File: config.mk
export PLATFORM = sky130hd
export DESIGN_NAME = hmr_recovery_sequencer
export DESIGN_NICKNAME = d
export VERILOG_FILES = /design/src/rtl/hmr_recovery_sequencer_pkg.sv /design/src/rtl/hmr_recovery_sequencer.sv
export SDC_FILE = /design/constraint.sdc
export NUM_CORES = 1
export LEC_CHECK = 0
export ABC_CLOCK_PERIOD_IN_PS = 4150
export BUFFER_PORTS_ARGS = -buffer_cell sky130_fd_sc_hd__buf_2
export CELL_PAD_IN_SITES_DETAIL_PLACEMENT = 1
export CELL_PAD_IN_SITES_GLOBAL_PLACEMENT = 1
export CORE_ASPECT_RATIO = 0.8
export CORE_UTILIZATION = 39
export CTS_BUF_LIST = sky130_fd_sc_hd__clkbuf_8
export DETAILED_ROUTE_END_ITERATION = 10
export GPL_TIMING_DRIVEN = 1
export PLACE_DENSITY_LB_ADDON = 0.1
export SYNTH_ARGS = -nofsm -noshare
export SYNTH_HDL_FRONTEND = slang
export SYNTH_SLANG_ARGS = --single-unit
File: constraint.sdc
create_clock -name clk_i -period 4.15 [get_ports clk_i]
set_input_delay 0.83 -clock clk_i [delete_from_list [all_inputs] [get_ports clk_i]]
set_output_delay 0.83 -clock clk_i [all_outputs]
set_load 0.01 [all_outputs]
File: src/rtl/hmr_recovery_sequencer_pkg.sv
// Shared types and defaults for the HMR rapid-recovery sequencer.
// Imported by the sequencer and anything that decodes its state.
package hmr_recovery_sequencer_pkg;

    typedef enum logic [2:0] {
        REC_IDLE,
        REC_HALT,
        REC_RESTORE_CSR,
        REC_RESTORE_PC,
        REC_RESTORE_RF,
        REC_RESUME,
        REC_WAIT_RUN
    } recovery_state_e;

    localparam int unsigned RecoveryHaltTimeout = 255;
    localparam int unsigned RecoveryRfPorts     = 2;

    // Counter width that stays at least one bit for degenerate ranges
    function automatic int unsigned rec_cnt_width(input int unsigned n);
        return (n > 1) ? $clog2(n) : 1;
    endfunction

endpackage

File: src/rtl/hmr_recovery_sequencer.sv
// Rapid-recovery sequencer: halt masked cores, restore CSR/PC/RF
// from backup over parallel write ports, then resume the cores.
module hmr_recovery_sequencer
    import hmr_recovery_sequencer_pkg::*;
#(
    parameter int unsigned NumCores     = 8,
    parameter int unsigned NumRegs      = 32,
    parameter int unsigned RfWritePorts = RecoveryRfPorts,
    parameter int unsigned AddrWidth    = $clog2(NumRegs),
    parameter int unsigned HaltTimeout  = RecoveryHaltTimeout
) (
    input  logic                              clk_i,
    input  logic                              rst_i,
    input  logic                              start_i,
    input  logic [NumCores-1:0]               core_mask_i,
    input  logic [NumCores-1:0]               core_halted_i,
    output logic                              busy_o,
    output logic                              done_o,
    output logic                              timeout_o,
    output logic [NumCores-1:0]               debug_halt_o,
    output logic [NumCores-1:0]               debug_resume_o,
    output logic                              csr_restore_o,
    output logic                              pc_restore_o,
    output logic [RfWritePorts-1:0]           rf_we_o,
    output logic [RfWritePorts*AddrWidth-1:0] rf_addr_o
);

    localparam int unsigned NumSteps = NumRegs / RfWritePorts;
    localparam int unsigned StepW    = rec_cnt_width(NumSteps);
    localparam int unsigned TimerW   = rec_cnt_width(HaltTimeout + 1);

    localparam logic [StepW-1:0]  StepLast  = StepW'(NumSteps - 1);
    localparam logic [TimerW-1:0] TimerLast = TimerW'(HaltTimeout);

    if ((NumRegs % RfWritePorts) != 0) begin : g_regs_check
        $error("NumRegs must be a multiple of RfWritePorts");
    end

    recovery_state_e     state_q, state_d;
    logic [NumCores-1:0] mask_q, mask_d;
    logic [TimerW-1:0]   timer_q, timer_d;
    logic [StepW-1:0]    step_q, step_d;
    logic                done_q, done_d;
    logic                timeout_q, timeout_d;

    logic all_halted;
    logic all_running;

    assign all_halted  = (core_halted_i & mask_q) == mask_q;
    assign all_running = (core_halted_i & mask_q) == '0;

    // State, latched mask, timer, step counter and result pulses
    always_ff @(posedge clk_i) begin
        if (rst_i) begin
            state_q   <= REC_IDLE;
            mask_q    <= '0;
            timer_q   <= '0;
            step_q    <= '0;
            done_q    <= 1'b0;
            timeout_q <= 1'b0;
        end else begin
            state_q   <= state_d;
            mask_q    <= mask_d;
            timer_q   <= timer_d;
            step_q    <= step_d;
            done_q    <= done_d;
            timeout_q <= timeout_d;
        end
    end

    // Next-state logic; the timer only runs while waiting on cores
    always_comb begin
        state_d   = state_q;
        mask_d    = mask_q;
        timer_d   = '0;
        step_d    = '0;
        done_d    = 1'b0;
        timeout_d = 1'b0;
        unique case (state_q)
            REC_IDLE: begin
                if (start_i && (|core_mask_i)) begin
                    mask_d  = core_mask_i;
                    state_d = REC_HALT;
                end
            end
            REC_HALT: begin
                if (all_halted) begin
                    state_d = REC_RESTORE_CSR;
                end else if (timer_q == TimerLast) begin
                    state_d   = REC_IDLE;
                    timeout_d = 1'b1;
                end else begin
                    timer_d = timer_q + 1'b1;
                end
            end
            REC_RESTORE_CSR: state_d = REC_RESTORE_PC;
            REC_RESTORE_PC:  state_d = REC_RESTORE_RF;
            REC_RESTORE_RF: begin
                if (step_q == StepLast) begin
                    state_d = REC_RESUME;
                end else begin
                    step_d = step_q + 1'b1;
                end
            end
            REC_RESUME: state_d = REC_WAIT_RUN;
            REC_WAIT_RUN: begin
                if (all_running) begin
                    state_d = REC_IDLE;
                    done_d  = 1'b1;
                end else if (timer_q == TimerLast) begin
                    state_d   = REC_IDLE;
                    timeout_d = 1'b1;
                end else begin
                    timer_d = timer_q + 1'b1;
                end
            end
            default: state_d = REC_IDLE;
        endcase
    end

    // Outputs decoded from registered state only
    always_comb begin
        busy_o         = (state_q != REC_IDLE);
        done_o         = done_q;
        timeout_o      = timeout_q;
        debug_halt_o   = '0;
        debug_resume_o = '0;
        csr_restore_o  = 1'b0;
        pc_restore_o   = 1'b0;
        rf_we_o        = '0;
        rf_addr_o      = '0;
        unique case (1'b1)
            (state_q == REC_HALT): begin
                debug_halt_o = mask_q;
            end
            (state_q == REC_RESTORE_CSR): begin
                debug_halt_o  = mask_q;
                csr_restore_o = 1'b1;
            end
            (state_q == REC_RESTORE_PC): begin
                debug_halt_o = mask_q;
                pc_restore_o = 1'b1;
            end
            (state_q == REC_RESTORE_RF): begin
                debug_halt_o = mask_q;
                rf_we_o      = '1;
                for (int p = 0; p < RfWritePorts; p++) begin
                    rf_addr_o[p*AddrWidth +: AddrWidth] =
                        AddrWidth'(int'(step_q) * RfWritePorts + p);
                end
            end
            (state_q == REC_RESUME): begin
                debug_resume_o = mask_q;
            end
            default: ;
        endcase
    end

endmodule

# Word level (Yosys, flattened, before mapping)

Cells that the tools add are included.
W data, S select, Z words.

Add/subtract/negate cells: 3
Eq/ne operators: 11
Muxes and demuxes: 21
Bitwise logic cells: 3
Reductions and logical operators: 10

Operators by type and width:

| kind                  | number |
|---|---|
| $mux W8               | 5 |
| $pmux W3 S7           | 1 |
| $pmux W8 S2           | 1 |
| $mux W3               | 5 |
| $mux W10              | 1 |
| $eq A3 B3 Y1 const B  | 3 |
| $add A8 B1 Y8 const B | 1 |
| $and A8 B8 Y8         | 1 |
| $eq A8 B8 Y1          | 1 |
| $eq A8 B8 Y1 const B  | 1 |
| $logic_not A8 Y1      | 1 |
| $reduce_or A8 Y1      | 1 |
| $eq A3 B2 Y1 const B  | 2 |
| $mux W1               | 6 |
| $add A5 B1 Y5 const B | 1 |
| $add A4 B1 Y4 const B | 1 |
| $eq A4 B4 Y1 const B  | 1 |
| $ne A2 B2 Y1 const B  | 2 |
| $reduce_and A2 Y1     | 2 |
| $reduce_or A4 Y1      | 1 |
| $eq A3 B1 Y1 const B  | 1 |
| $logic_not A3 Y1      | 1 |
| $reduce_bool A3 Y1    | 1 |
| $reduce_or A3 Y1      | 1 |
| other kinds (5)       | 6 |

Register bits: 25
Word-level logic and storage cells: 54

# Longest topological paths before layout

Depth after elaboration: 4
Depth in mapped cells: 6
Gate-level depth less buffers: 6

# Worst setup path before layout

No wires, ideal clock.

Path type: register -> output
Start point: register state_q[1]
End point: output debug_halt_o[0]
Data arrival time: 1127 ps
Required time: 3320 ps
Setup slack: 2193 ps
Stages on the path, launching flop included: 5
Buffers on the path: 2
Path through: dfxtp_1 buf_6 or3_1 buf_2 and3_1

Cells in the longest elaborated chain, start to end: 3
Elaborated cells on any way between the ends: 6
Those cells by class: eq/ne: 4; mux: 1; reduce/logical: 1

RTL lines:

| what                                 | line                          | source |
|---|---|---|
| start, declared                      | hmr_recovery_sequencer.sv:39  | `recovery_state_e state_q, state_d;` |
| start signal, assigned               | hmr_recovery_sequencer.sv:62  | `state_q <= state_d;` |
| $eq A3 B1 Y1 (tied with other cells) | hmr_recovery_sequencer.sv:133 | `(state_q == REC_HALT): begin` |
| $reduce_or A4 Y1 (no line) (*)       | n/a                           |  |
| $mux W8 (*)                          | hmr_recovery_sequencer.sv:132 | `unique case (1'b1)` |
| end, declared                        | hmr_recovery_sequencer.sv:20  | `output logic [NumCores-1:0] debug_halt_o,` |

Every way passes the cells marked *; elsewhere a longest branch is shown, timed or not.

# Worst setup path in the final report

Start point: register state_q[2]
End point: output debug_halt_o[4]

The elaborated chain is that of the path after synthesis.

==> impl_metrics.tcl <==
set metrics [dict create \
    status "complete, no violations" \
    slew_headroom_pct 40.9 \
    regArea_um2 500 \
    yosysTopAreaCell "dfxtp_1" \
    crit_path_start_kind "flop" \
    worst_slack_ps 1370 \
    die_h_um 54.9 \
    io_buffers 50 \
    switching_share_pct 28.6 \
    synth_common_cells "25 x dfxtp_1, 22 x nor2_1, 16 x and3_1, 12 x inv_1, 9 x buf_4" \
    critPathMaxStageDelay_ps 700 \
    dr.first_iter.drc_count 67 \
    powerDensity_nw_per_um2 312 \
    synth_cell_types 38 \
    startpoint "state_q[2]" \
    end_kind "output pin" \
    cts_hold_buf 0 \
    grt_pass1_vias 1092 \
    clkTransAtPathRegs_ps 90 \
    worstMarginPinSlew_ps 877 \
    setup_tns_ps 0 \
    cp_top_family "flip-flops" \
    fp.dieW_um 68.2 \
    first_pass_iters 3 \
    post-route-period-util_pct 67.1 \
    p_int_uw 359 \
    dp_slack_ps 1660 \
    cts_setup_buffers 0 \
    synthToLayoutAreaGrowth_pct 17.9 \
    yosys-top-cells-area "dfxtp_1 37%, and3_1 7.3%, nor2_1 6.0%" \
    yosys.area.top_type_share_pct 36.6 \
    synth-async-reset-ratio_pct 0 \
    multi_input_area_um2 718 \
    rsz0062_at_grt "no" \
    drive_gt1_share_pct 29.2 \
    synth.avg_cell_area_um2 8.43 \
    power_frac_seq_pct 53.0 \
    clock-sinks 25 \
    tritoncts "built" \
    synth_edf_count 0 \
    n_antenna_cell 0 \
    seq_area_frac_synth_pct 36.6 \
    min_from "timer_q[0]" \
    grt_max_degree 21 \
    antenna_found_initial 0 \
    netSwitchingPower_uw 144 \
    coreArea_um2 3220 \
    crit_type "flop to output pin" \
    finalCriticalPeriod_ps 2780 \
    hpwl_um 2770 \
    final.setup_skew_ps 9.95 \
    gp_congestion 0.728 \
    hold_violations 0 \
    via_per_inst 5.20 \
    grt_pass1_wl_um 5240 \
    required_ps 3320 \
    synthCells 162 \
    hp-class "flop to flop" \
    yosysMostFrequentCell "dfxtp_1" \
    cts_root_buffer "clkbuf_8" \
    critPathBufInv 1 \
    cts_buffers 3 \
    worstSkewPairLatency_ps 270 \
    setup_viol 0 \
    cpMaxStageDelayCell "dfxtp_1" \
    clk_path_buf_depth 2 \
    synth_area_um2 1370 \
    p_clk_share_pct 28.0 \
    mappedNetlistNets 183 \
    vias 1258 \
    drc_errors 0 \
    ios 52 \
    clock.fmax_mhz 359 \
    arrival_ps 1950 \
    start_util_pct 42.4 \
    nNetsFinal 224 \
    r2r_start "state_q[2]" \
    final_antenna_net_count 0 \
    wl_per_cell_um 13.9 \
    filler_cell_count 441 \
    htreeDepth 1 \
    p_leak_uw 0.000810 \
    worstPathMaxFanout 20 \
    grtUsageTotal_pct 19.0 \
    ir_drop_mv 0.192 \
    ys.flop_type "dfxtp_1" \
    die_area_um2 3750 \
    maxSlewViolCount 0 \
    ys_ff_latch 25 \
    globalRouteOverflowTotal 0 \
    crit_chain "o21ai_0 -> and3_1 -> buf_2" \
    totalWireLength_um 3380 \
    cts_resized 0 \
    drv_cap 0 \
    yosys_warnings 0 \
    rows 18 \
    combPwrFrac_pct 19.1 \
]
## final timing paths
kind	endpoint	slack, ps	cells past startpoint
max reg2reg	mask_q[7]	2100	4
max	debug_halt_o[4]	1370	3
min	timer_q[0]	460	1
min reg2reg	timer_q[0]	460	1
## through the flow
stage	hold WS, ps	cell area (µm²)	utilization [%]	cells	power (µW)
global route	484	1610	50.0	242	536
detailed placement	454	1560	48.6	238	368
finish	462	1610	50.0	242	503
CTS	466	1610	50.0	242	510
global placement	445	1560	48.6	238	364
floorplan	426	1370	-	162	341
## power by group through the flow
stage / Sequential [µW] / Combinational [µW] / Clock, µW
floorplan: 265 / 76.2 / 0
global placement: 271 / 92.6 / 0
detailed placement: 272 / 96.3 / 0
CTS: 266 / 96.6 / 147
global route: 269 / 106 / 161
finish: 266 / 96.1 / 141
## layer usage
layer	global-route usage, %	routed length (µm)	share of wire [%]	vias to the layer above
li1	-	-	-	629
met1	26.5	1710	51	601
met2	30.9	1530	45	28
met3	4.30	141	4.2	0
met4	2.08	0	0	0
met5	0	0	0	-
## cell usage in the layout, fill, tap and decap left out, drive strengths merged, types with 2 or more instances in the layout
cell type and n:
a21oi 2, nand2 5, xor2 4, and2 4
nor3b 2, inv 12, nor4 3, nor3 6
dfxtp 25, nor2 22, or3 2, o22ai 4
clkbuf 3, xnor2 4, nand4 2, o21ai 2
ha 2, buf 50, a31oi 2, nand3 6
and3 16, a22oi 5, mux2i 8
## cell type report
type | count | share of cell area, %
Inverter | 12 | 2.80
Clock inverter | 1 | 0.311
Clock buffer | 3 | 2.56
Timing Repair Buffer | 50 | 15.5
Tap cell | 40 | 3.11
Multi-Input combinational cell | 111 | 44.6
Sequential cell | 25 | 31.1
## worst reg2reg max path, stage by stage (launching register included)
cell and delay, ps:
dfxtp_1 700, or3_1 420, nand2b_1 490, mux2i_1 260
nor2_1 70
## flip-flops by register name, summed over array words and instances (netlist names)
| name | cells |
|---|---|
| done_o | 1 |
| mask_q | 8 |
| state_q | 3 |
| step_q | 4 |
| timeout_o | 1 |
| timer_q | 8 |
## cells by family (layout without fill, tap and decap cells)
logic type               count (synthesis)  after routing  share of synthesized area (%)
AND/OR/NAND/NOR                         73             73                           29.4
AO/OA/AOI/OAI                           19             19                           10.1
multiplexers                             8              8                           5.86
XOR/XNOR                                 8              8                           5.13
buffers and inverters                   26             66                           10.8
flip-flops                              25             25                           36.6
adder cells (fa/ha/maj)                  2              2                           1.83
other                                    1              1                          0.274
(Power assumes the default switching activity.)
